<file path="config.mk">
export PLATFORM = sky130hd
export DESIGN_NAME = add_sub_acc
export DESIGN_NICKNAME = d
export VERILOG_FILES = /design/src/rtl/add_sub_acc.sv
export SDC_FILE = /design/constraint.sdc
export NUM_CORES = 1
export LEC_CHECK = 0
export BUFFER_PORTS_ARGS = -buffer_cell sky130_fd_sc_hd__buf_2
export CAP_MARGIN = 20
export CORE_MARGIN = 2
export CORE_UTILIZATION = 40
export DETAILED_ROUTE_END_ITERATION = 7
export GPL_TIMING_DRIVEN = 0
export PLACE_DENSITY_LB_ADDON = 0.05
export SLEW_MARGIN = 5
export SYNTH_ARGS = -nofsm -noshare
export SYNTH_HDL_FRONTEND = slang
export SYNTH_SLANG_ARGS = --single-unit
</file>
<file path="constraint.sdc">
create_clock -name clk -period 7 [get_ports clk]
set_clock_uncertainty 0.05 [all_clocks]
set_input_delay 0.7 -clock clk [delete_from_list [all_inputs] [get_ports clk]]
set_output_delay 0.7 -clock clk [all_outputs]
set_load 0.02 [all_outputs]
</file>
<file path="src/rtl/add_sub_acc.sv">
// Signed add/subtract unit with a running accumulator and a single-entry
// registered output stage (valid/ready), optional saturation on overflow.
module add_sub_acc #(
  parameter int WIDTH = 16,
  parameter bit SAT   = 1'b0
) (
  input  logic             clk,
  input  logic             rst_n,
  input  logic [WIDTH-1:0] A,
  input  logic [WIDTH-1:0] B,
  input  logic [1:0]       op,
  input  logic             in_valid,
  output logic             in_ready,
  input  logic             acc_clr,
  output logic [WIDTH-1:0] result,
  output logic             overflow,
  output logic             out_valid,
  input  logic             out_ready,
  output logic             ovf_sticky,
  output logic [WIDTH-1:0] acc
);

  localparam logic [WIDTH-1:0] SMAX =
    {1'b0, {(WIDTH-1){1'b1}}};
  localparam logic [WIDTH-1:0] SMIN =
    {1'b1, {(WIDTH-1){1'b0}}};

  logic             r_out_valid;
  logic [WIDTH-1:0] r_result;
  logic             r_overflow;
  logic [WIDTH-1:0] r_acc;
  logic             r_sticky;

  logic             w_in_ready;
  logic             w_xfer;
  logic             w_acc_op;
  logic             w_sub;
  logic [WIDTH-1:0] w_acc_base;
  logic [WIDTH-1:0] w_p;
  logic [WIDTH-1:0] w_q;
  logic [WIDTH-1:0] w_raw;
  logic             w_sp;
  logic             w_sq;
  logic             w_sr;
  logic             w_ovf;
  logic [WIDTH-1:0] w_res;

  // Ready is forced high in reset, but no transfer is allowed then.
  assign w_in_ready = !rst_n || !r_out_valid || out_ready;
  assign w_xfer     = rst_n && in_valid && w_in_ready;

  assign w_acc_op   = op[1];
  assign w_sub      = op[0];

  // A same-cycle clear makes the accumulate op start from zero.
  assign w_acc_base = acc_clr ? '0 : r_acc;

  always_comb begin
    w_p = A;
    w_q = B;
    if (w_acc_op) begin
      w_p = w_acc_base;
      w_q = A;
    end
  end

  always_comb begin
    w_raw = w_p + w_q;
    if (w_sub) begin
      w_raw = w_p - w_q;
    end
  end

  assign w_sp = w_p[WIDTH-1];
  assign w_sq = w_q[WIDTH-1];
  assign w_sr = w_raw[WIDTH-1];

  always_comb begin
    w_ovf = 1'b0;
    unique case (1'b1)
      w_sub:  w_ovf = (w_sp != w_sq) && (w_sr != w_sp);
      !w_sub: w_ovf = (w_sp == w_sq) && (w_sr != w_sp);
    endcase
  end

  always_comb begin
    w_res = w_raw;
    if (SAT && w_ovf) begin
      w_res = w_sp ? SMIN : SMAX;
    end
  end

  always_ff @(posedge clk) begin
    if (!rst_n) begin
      r_out_valid <= 1'b0;
      r_result    <= '0;
      r_overflow  <= 1'b0;
    end else if (w_xfer) begin
      r_out_valid <= 1'b1;
      r_result    <= w_res;
      r_overflow  <= w_ovf;
    end else if (out_ready) begin
      r_out_valid <= 1'b0;
    end
  end

  // Clear first, then let an accepted op overwrite acc and the flag.
  always_ff @(posedge clk) begin
    if (!rst_n) begin
      r_acc    <= '0;
      r_sticky <= 1'b0;
    end else begin
      if (w_xfer && w_acc_op) begin
        r_acc <= w_res;
      end else if (acc_clr) begin
        r_acc <= '0;
      end
      if (w_xfer && w_ovf) begin
        r_sticky <= 1'b1;
      end else if (acc_clr) begin
        r_sticky <= 1'b0;
      end
    end
  end

  assign in_ready   = w_in_ready;
  assign result     = r_result;
  assign overflow   = r_overflow;
  assign out_valid  = r_out_valid;
  assign ovf_sticky = r_sticky;
  assign acc        = r_acc;

endmodule

</file>
==> out/metrics.yaml, run 1 <==
logic_synthesis:
  synth_area_per_cell_um2: 7.76
  mappedNetlistNets: 427
  synth_top_area_frac: 0.243
  synth_edf_count: 0
  synth_warnings: 0
  yosysTopAreaCell: "dfxtp_1"
  synth_area_leaders: "dfxtp_1, o21ai_0, ha_1, mux2i_1, nand2_1"
  ys.flop_type: "dfxtp_1"
  syn_area_um2: 2880
  yosysUniqueCellTypes: 52
  ys_ff_latch: 35
  postSynthCellCount: 371
  yosysSeqAreaShare: 0.243
  async_flop_share: 0
flow_run:
  maxCapViolCount: 0
placed_design:
  dp_hpwl_um: 6960
  port_buffers: 71
  placed_cell_area_um2: 3360
  routabilityCongestion: 0.851
  pre_cts_ws_ps: 803
setup_path:
  ff2ff_path_depth: 10
  crit_fanout: 10
  path_class: "input pin to flop"
  start_kind: "input pin"
  cp_cell_sequence: "buf_4, clkbuf_1, clkbuf_1, buf_1, buf_2, mux2i_1, ha_1, nand4_1, a21oi_1, xnor2_1, ha_1, nand3_1, nor3_1, o221ai_1, a311oi_1, xor2_1, mux2i_1, nand2_1"
  cp.arrival_ps: 6190
  critPathMaxStageDelay_ps: 670
  worstSetupEndpointType: "flop"
  cp_data_required_time_ps: 7120
  slowest_stage: "a311oi_1"
finish:
  design.final.nets: 505
  num_antenna_cells: 0
  postLayoutCellArea_um2: 3440
  area_growth_pct: 19.3
  drive_above_1_share: 0.216
power:
  vdd_drop_max_mv: 0.0937
  power.switching_uw: 248
  power.share.combinational: 0.419
  p_int_uw: 395
  pwr-share-clk: 0.222
  totalPowerFinal_uw: 643
  p_seq_frac: 0.359
  p_sw_frac: 0.386
  power_density_nw_per_um2: 187
  leakage_nw: 1.55
drt:
  routed_wirelength_um: 8770
  ant_nets: 0
  via_per_inst: 5.43
  drc: 0
  drt-pass1-iter-count: 4
  vias: 2965
  wl_per_cell_um: 16.1
  first_iter_violations: 125
die:
  design.die.area_um2: 7900
  start_util: 0.419
  core_area_um2: 6870
  die_y_um: 88.9
  rows: 30
  ios: 75
  die_x_um: 88.9
global_routing:
  grt_max_degree: 11
  antenna_found_initial: 0
  grt-ovfl-total: 0
  grt_usage: 0.225
  grt_pass1_wl_um: 13600
  grt_pass1_vias: 2646
sta:
  period_share: 0.867
  final.setup.tns_ps: 0
  rsz0062_at_grt: "no"
  hold_viol: 0
  finalSetupViolCount: 0
  tightest_slew_ps: 689
  fmax_ghz: 0.165
  slew_viol_final: 0
  hold_slack_ps: 405
  relSlewSlack: 0.537
  fin_ws_ps: 932
  finalCriticalPeriod_ps: 6070
clock_tree:
  path_clk_slew_ps: 70
  post_cts_buffers: 0
  holdBufCountCts: 0
  tritoncts: "built"
  numClockSinks: 35
  cts_root_buffer: "clkbuf_8"
  cts_resized: 0
  cts_made_buffers: 5
  clockBufferDepth: 2
  h-tree-depth: 2
  clk_latency_ps: 290
run_status:
  status: "completed"
hold_path:
  hold_depth: 2
  worstHoldPathType: "flop to flop"
-- metal layers --
metal | track usage | vias to the layer above | share of wire
met1 | 0.319 | 1425 | 0.47
met4 | 0.0207 | 0 | 0.0026
met3 | 0.0364 | 5 | 0.040
li1 | - | 1477 | -
met5 | 0 | - | 0
met2 | 0.374 | 58 | 0.49
-- path summary, 6_finish.rpt --
check / from / endpoint / slack, ps
max: op[1] / ovf_sticky / 930
min: overflow / overflow / 400
max reg2reg: acc[10] / ovf_sticky / 3780
min reg2reg: overflow / overflow / 400
-- logic make-up after synthesis --
kind of cell,synth area share
xor gates and xnor gates,0.0908
AOI/OAI and AO/OA,0.206
buffers and inverters,0.0447
DFF,0.243
muxes,0.0838
and+or+nand+nor,0.255
adders and majority gates,0.0765
-- registers in the layout, summed over array words and instances (netlist names) --
| register | count |
|---|---|
| result | 16 |
| overflow | 1 |
| out_valid | 1 |
| acc | 16 |
| ovf_sticky | 1 |
-- metrics by stage --
step	std cells	utilization
after global routing	546	0.500
after global placement	538	0.489
after CTS	546	0.500
final	546	0.500
after detailed placement	538	0.489
after floorplan	371	-
-- Yosys cell counts (4+ instances only) --
cell / instances
mux2_2: 9
mux2i_1: 14
inv_1: 12
xnor2_1: 14
nand3b_1: 10
nand2b_1: 4
ha_1: 16
nor2b_1: 17
nor3_1: 10
xor2_1: 14
a21oi_1: 15
buf_1: 4
o21ai_0: 43
dfxtp_1: 35
nor2_1: 24
and2_1: 8
nand2_1: 33
nand3_1: 20
clkbuf_1: 15
o32ai_1: 4
-- layout by cell type, fill, tap and decap left out, drive strengths merged, types with 2 or more instances in the layout --
cell type   n
nand3b     10
or2         3
o221ai      2
dfxtp      35
nand2      33
nand2b      4
o21a        2
nor2       24
mux2        9
buf        77
ha         16
inv        12
a21boi      3
mux2i      14
a311oi      2
nor2b      17
o32ai       4
xnor2      15
or4         3
nor3       10
nand3      20
o21ai      45
o31ai       2
o211a       3
and2        8
a211oi      3
xor2       14
a21oi      16
clkbuf     22
nor3b       3
or3         3
-- power groups by stage --
stage               Sequential [mW]  Clock, mW  Combinational (mW)
finish                        0.231      0.143               0.269
global route                  0.233      0.155               0.294
CTS                           0.231      0.145               0.271
detailed placement            0.235          0               0.269
global placement              0.235          0               0.267
floorplan                     0.259          0               0.162
-- critical path: cells and delay by family --
| kind | cells | cell delay [ps] |
|---|---|---|
| xor gates and xnor gates | 2 | 360 |
| muxes | 2 | 610 |
| and+or+nand+nor | 4 | 560 |
| buffers and inverters | 5 | 2060 |
| AOI/OAI and AO/OA | 3 | 1220 |
| adders and majority gates | 2 | 670 |
-- area by class of cell --
cell class / count / area (µm²)
Tap cell: 96 / 120
Inverter: 12 / 45.0
Sequential cell: 35 / 701
Buffer: 21 / 83.8
Timing Repair Buffer: 71 / 355
Clock inverter: 1 / 5.00
Clock buffer: 7 / 76.3
Fill cell: 745 / 3430
Multi-Input combinational cell: 303 / 2050
Note: power is estimated with default switching activity, not from simulation.
==> run 2, diff against run 1 <==
--- a/config.mk
+++ b/config.mk
@@ -8,7 +8,7 @@
 export BUFFER_PORTS_ARGS = -buffer_cell sky130_fd_sc_hd__buf_2
 export CAP_MARGIN = 20
 export CORE_MARGIN = 2
-export CORE_UTILIZATION = 40
+export CORE_UTILIZATION = 55
 export DETAILED_ROUTE_END_ITERATION = 7
 export GPL_TIMING_DRIVEN = 0
 export PLACE_DENSITY_LB_ADDON = 0.05
==> out/metrics.yaml, run 2 (same netlist as run 1, synthesis figures left out) <==
sta:
  finalCriticalPeriod_ps: 5580  # -491 ps
  tightest_slew_ps: 604  # -85.1 ps
  fin_ws_ps: 1420  # +491 ps
  finalSetupViolCount: 0  # unchanged
  slew_viol_final: 0  # unchanged
  hold_viol: 0  # unchanged
  period_share: 0.797  # -0.0701
  fmax_ghz: 0.179  # +8.8%
  relSlewSlack: 0.596  # +0.0584
  hold_slack_ps: 402  # -2.51 ps
  final.setup.tns_ps: 0  # unchanged
  rsz0062_at_grt: "no"
clock_tree:
  clockBufferDepth: 2  # unchanged
  numClockSinks: 35  # unchanged
  post_cts_buffers: 0  # unchanged
  cts_root_buffer: "clkbuf_8"
  cts_resized: 0  # unchanged
  h-tree-depth: 2  # unchanged
  holdBufCountCts: 0  # unchanged
  path_clk_slew_ps: 70  # about the same
  clk_latency_ps: 290  # about the same
  cts_made_buffers: 5  # unchanged
  tritoncts: "built"
finish:
  drive_above_1_share: 0.218  # +0.00222
  num_antenna_cells: 0  # unchanged
  design.final.nets: 505  # unchanged
  final_cell_mix: "buf_2, o21ai_0, dfxtp_1"
  area_growth_pct: 18.9
  final_core_util: 0.675  # +0.174
  final_common_cell: "buf_2"
  postLayoutCellArea_um2: 3420  # -0.40%
  fin_cells: 520  # -4.8%
die:
  design.die.area_um2: 5830  # -26%
  die_x_um: 76.4  # -14%
  core_area_um2: 5070  # -26%
  ios: 75  # unchanged
  die_y_um: 76.4  # -14%
  start_util: 0.568  # +0.148
  rows: 26  # -13%
drt:
  wl_per_cell_um: 15.6  # -2.9%
  first_iter_violations: 162  # +30%
  m1WireLength_um: 3700  # -10%
  route.top_layer_used: "met4"
  drt-pass1-iter-count: 5  # +1
  via_per_inst: 5.70  # +5.0%
  ant_nets: 0  # unchanged
  vias: 2965  # unchanged
  met3_wirelength_um: 422  # +20%
  routed-wl-met2_um: 3880  # -9.1%
  routed_wirelength_um: 8120  # -7.5%
  drc: 0  # unchanged
power:
  leakage_nw: 1.56  # +0.60%
  power_density_nw_per_um2: 193  # +3.4%
  vdd_drop_max_mv: 0.171  # +82%
  totalPowerFinal_uw: 662  # +3.0%
setup_path:
  startpoint: "op[1]"
  start_kind: "input pin"
  path_class: "input pin to flop"
  crit_fanout: 10  # unchanged
  worstSetupEndpointType: "flop"
  regToRegStartpoint: "acc[1]"
  cp_data_required_time_ps: 7120  # about the same
  cp.arrival_ps: 5700  # -490 ps
placed_design:
  dp.cells: 512  # -4.8%
  port_buffers: 71  # unchanged
  placed_cell_area_um2: 3320  # -0.97%
  dp_hpwl_um: 6400  # -8.1%
  pre_cts_ws_ps: 1140  # +341 ps
  routabilityCongestion: 0.939  # +10%
hold_path:
  hp-start: "result[7]"
  worstHoldPathType: "flop to flop"
global_routing:
  grt_usage: 0.274  # +0.0484
  grt_pass1_vias: 2757  # +4.2%
  grt-ovfl-total: 0  # unchanged
  antenna_found_initial: 0  # unchanged
  grt_pass1_wl_um: 13100  # -3.4%
  grt_max_degree: 11  # unchanged
flow_run:
  maxCapViolCount: 0  # unchanged
run_status:
  status: "completed"
==> run 2: cell count changes in the layout (fill, tap and decap cells not counted) <==
cell,before,now
clkinv_2,1,0
clkbuf_8,5,7
clkbuf_1,17,16
==> run 2: critical path, cell delays in order <==
cell      delay (ps)
buf_4            120
clkbuf_1         400
clkbuf_1         460
buf_1            520
buf_2            390
mux2i_1          270
ha_1             300
nand4_1          110
a21oi_1          280
xnor2_1          120
ha_1             370
nand3_1          130
nor3_1           220
o221ai_1         200
a311oi_1         490
xor2_1           220
mux2i_1          290
nand2_1           80
==> run 2: final cells by class <==
cell class	instances	area, µm²
well taps	70	87.6
clock buffers	8	100
plain buffers	21	83.8
repair buffers	71	355
multi-input cells	303	2050
inverters	12	45.0
fillers	478	1650
flip-flops and latches	35	701
==> run 2: power breakdown <==
group          internal [mW]  total, mW  leakage, nW  switching [mW]
clock                 0.0898      0.162       0.0515          0.0722
combinational          0.105      0.270         1.22           0.165
sequential             0.220      0.230        0.287         0.00970
total                  0.415      0.662         1.56           0.247
==> run 2: worst paths after layout <==
check                           slack, ps   endpoint  cells after the start
worst max register to register       3910     acc[9]                     10
worst max-delay path                 1420   overflow                     18
worst min-delay path                  400  result[7]                      2
worst min register to register        400  result[7]                      2
==> run 2: metal layers <==
layer / GRT usage / vias up
met4: 0.0655 / 0
met3: 0.0486 / 12
met1: 0.367 / 1365
met2: 0.458 / 108
li1: - / 1480
met5: 0 / -
==> run 3, diff against run 2 <==
--- a/config.mk
+++ b/config.mk
@@ -5,10 +5,11 @@
 export SDC_FILE = /design/constraint.sdc
 export NUM_CORES = 1
 export LEC_CHECK = 0
+export ABC_AREA = 1
 export BUFFER_PORTS_ARGS = -buffer_cell sky130_fd_sc_hd__buf_2
 export CAP_MARGIN = 20
 export CORE_MARGIN = 2
-export CORE_UTILIZATION = 55
+export CORE_UTILIZATION = 54
 export DETAILED_ROUTE_END_ITERATION = 7
 export GPL_TIMING_DRIVEN = 0
 export PLACE_DENSITY_LB_ADDON = 0.05
==> constraint.sdc (replaced) <==
create_clock -name clk -period 5.4 [get_ports clk]
set_clock_uncertainty 0.05 [all_clocks]
set_input_delay 0.54 -clock clk [delete_from_list [all_inputs] [get_ports clk]]
set_output_delay 0.54 -clock clk [all_outputs]
set_load 0.02 [all_outputs]
==> out/metrics.yaml, run 3 <==
drt:
  drc: 0  # unchanged
  vias: 3165  # +6.7%
  via_per_inst: 5.09  # -11%
  ant_nets: 0  # unchanged
  wl_per_cell_um: 12.5  # -20%
  first_iter_violations: 166  # +2.5%
  routed_wirelength_um: 7800  # -3.9%
  drt-pass1-iter-count: 4  # -1
clock_tree:
  tritoncts: "built"
  cts_root_buffer: "clkbuf_8"
  path_clk_slew_ps: 70  # about the same
  cts_made_buffers: 5  # unchanged
  h-tree-depth: 2  # unchanged
  clk_latency_ps: 290  # about the same
  cts_resized: 0  # unchanged
  numClockSinks: 35  # unchanged
  holdBufCountCts: 0  # unchanged
  clockBufferDepth: 2  # unchanged
  post_cts_buffers: 0  # unchanged
setup_path:
  ff2ff_path_depth: 13  # +3
  cp_cell_sequence: "buf_2, inv_2, buf_6, clkbuf_1, clkbuf_1, nand2_1, o21ai_0, ha_1, a21oi_1, nand2_1, a21oi_1, nand3b_1, nand2_1, xor2_1, nand2_1, nand2_1, inv_1"
  startpoint: "op[1]"
  cp-endpoint: "acc[14]"
  cp.arrival_ps: 3390  # -2310 ps
  cp_data_required_time_ps: 5540  # -1580 ps
  regToRegStartpoint: "acc[1]"
  slowest_stage: "clkbuf_1"
  crit_top_cell: "nand2_1"
  crit_fanout: 10  # unchanged
  worstSetupEndpointType: "flop"
  regToRegSetupSlack_ps: 2860  # -1050 ps
  start_kind: "input pin"
  critPathMaxStageDelay_ps: 380  # -140 ps
  path_class: "input pin to flop"
  r2r-end: "acc[14]"
sta:
  period_share: 0.601
  fmax_ghz: 0.308
  final.setup.tns_ps: 0  # unchanged
  finalCriticalPeriod_ps: 3250
  rsz0062_at_grt: "no"
  slew_viol_final: 0  # unchanged
  finalSetupViolCount: 0  # unchanged
  tightest_slew_ps: 538  # -66.5 ps
  hold_viol: 0  # unchanged
  relSlewSlack: 0.642  # +0.0458
die:
  die_y_um: 78.5  # +2.7%
  core_area_um2: 5440  # +7.2%
  rows: 27  # +3.8%
  ios: 75  # unchanged
  design.die.area_um2: 6160  # +5.6%
  die_x_um: 78.5  # +2.7%
  start_util: 0.550  # -0.0171
power:
  vdd_drop_max_mv: 0.224  # +32%
  leakage_nw: 1.99  # +28%
  power_density_nw_per_um2: 239  # +23%
hold_path:
  hold_depth: 2  # unchanged
  worstHoldPathType: "flop to flop"
placed_design:
  port_buffers: 72  # +1.4%
  routabilityCongestion: 0.847  # -9.8%
  placed_cell_area_um2: 3440  # +3.7%
  dp_hpwl_um: 6430  # +0.52%
logic_synthesis:
  postSynthCellCount: 470  # +27%
  syn_area_um2: 2990  # +4.0%
  yosysSeqAreaShare: 0.234  # -0.00925
  yosysTopAreaCell: "dfxtp_1"
  synth_edf_count: 0  # unchanged
  ys.flop_type: "dfxtp_1"
  synth_commonest_cells: "nand2_1, inv_1, o21ai_0"
  synthMuxAreaShare: 0  # -0.0838
  synth_area_leaders: "dfxtp_1, nand2_1, inv_1, o21ai_0, ha_1"
  yosysUniqueCellTypes: 36  # -31%
  synth_top_family_by_area: "simple AND/OR/NAND/NOR gates"
  synth_warnings: 0  # unchanged
  yosys.area_share.adder: 0.0735  # -0.00291
  async_flop_share: 0  # unchanged
  synth_area_per_cell_um2: 6.37  # -18%
  mappedNetlistNets: 526  # +23%
  yosys.cell_count.top_type: "nand2_1"
  synth_top_area_frac: 0.234  # -0.00925
  synth-compound-area-share: 0.172  # -0.0346
  synth-simple-area-share: 0.311  # +0.0568
  synth-xor-area-share: 0.0731  # -0.0177
  ys_ff_latch: 35  # unchanged
finish:
  final_common_cell: "nand2_1"
  drive_above_1_share: 0.213  # -0.00505
  final_cell_mix: "nand2_1, buf_2, inv_1"
  design.final.nets: 605  # +20%
  area_growth_pct: 17.8
  num_antenna_cells: 0  # unchanged
  postLayoutCellArea_um2: 3530  # +3.0%
global_routing:
  grt_pass1_vias: 2833  # +2.8%
  grt_max_degree: 11  # unchanged
  grt_pass1_wl_um: 12500  # -4.7%
  grt-ovfl-total: 0  # unchanged
  antenna_found_initial: 0  # unchanged
  grt_usage: 0.257  # -0.0168
flow_run:
  maxCapViolCount: 0  # unchanged
run_status:
  status: "completed"
==> run 3: changes by cell type after synthesis, moves of 10 or more <==
cell and delta:
a21oi_1 +21, clkbuf_1 -10, inv_1 +60, mux2i_1 -14, nand2_1 +106, nand2_2 +16
nor2_1 -10, nor2b_1 -17
==> run 3: cells by family (layout without fill, tap and decap cells) <==
family | count (synthesis) | after routing
fa+ha+maj | 17 | 17
compound gates | 93 | 93
buf+inv | 91 | 171
simple gates | 209 | 209
xor+xnor | 25 | 25
flops | 35 | 35
==> run 3: power by group <==
group | internal (mW) | leakage (nW) | total [mW] | switching [mW]
sequential | 0.285 | 0.287 | 0.298 | 0.0129
clock | 0.0904 | 0.0422 | 0.182 | 0.0912
combinational | 0.131 | 1.66 | 0.362 | 0.231
total | 0.506 | 1.99 | 0.841 | 0.335
==> run 3: through the flow <==
step | power [mW] | util | hold WS, ps | cells | worst slack [ps]
6_report | 0.841 | 0.648 | 402 | 622 | 2150
2_1_floorplan | 0.565 | - | 476 | 470 | 2350
5_1_grt | 0.902 | 0.648 | 422 | 622 | 1800
3_3_place_gp | 0.659 | 0.633 | 386 | 614 | 1900
4_1_cts | 0.844 | 0.648 | 407 | 622 | 2130
3_5_place_dp | 0.664 | 0.633 | 393 | 614 | 1840
==> run 3: final cells by class <==
class                           instances  area [µm²]
Buffer                                 15         123
Clock buffer                            7        76.3
Clock inverter                          1        5.00
Fill cell                             530        1910
Inverter                               76         285
Multi-Input combinational cell        344        1890
Sequential cell                        35         701
Tap cell                               72        90.1
Timing Repair Buffer                   72         360
==> run 3: how the worst min path moves through the flow <==
stage,startpoint,to
2_1_floorplan,overflow,overflow
3_3_place_gp,result[13],result[13]
3_5_place_dp,result[13],result[13]
4_1_cts,result[13],result[13]
5_1_grt,result[13],result[13]
6_report,result[13],result[13]
==> run 3: per-layer routing <==
layer	track usage	vias to the layer above	wire [µm]
met4	0.0544	0	97
met2	0.466	72	3860
met1	0.321	1419	3490
met3	0.0402	11	352
met5	0	-	0
li1	-	1663	-
==> run 3: critical path: cells and delay by family <==
| kind | cells | cell delay (ps) |
|---|---|---|
| xor gates and xnor gates | 1 | 210 |
| and+or+nand+nor | 6 | 640 |
| adders and majority gates | 1 | 300 |
| buffers and inverters | 6 | 1120 |
| AOI/OAI and AO/OA | 3 | 550 |
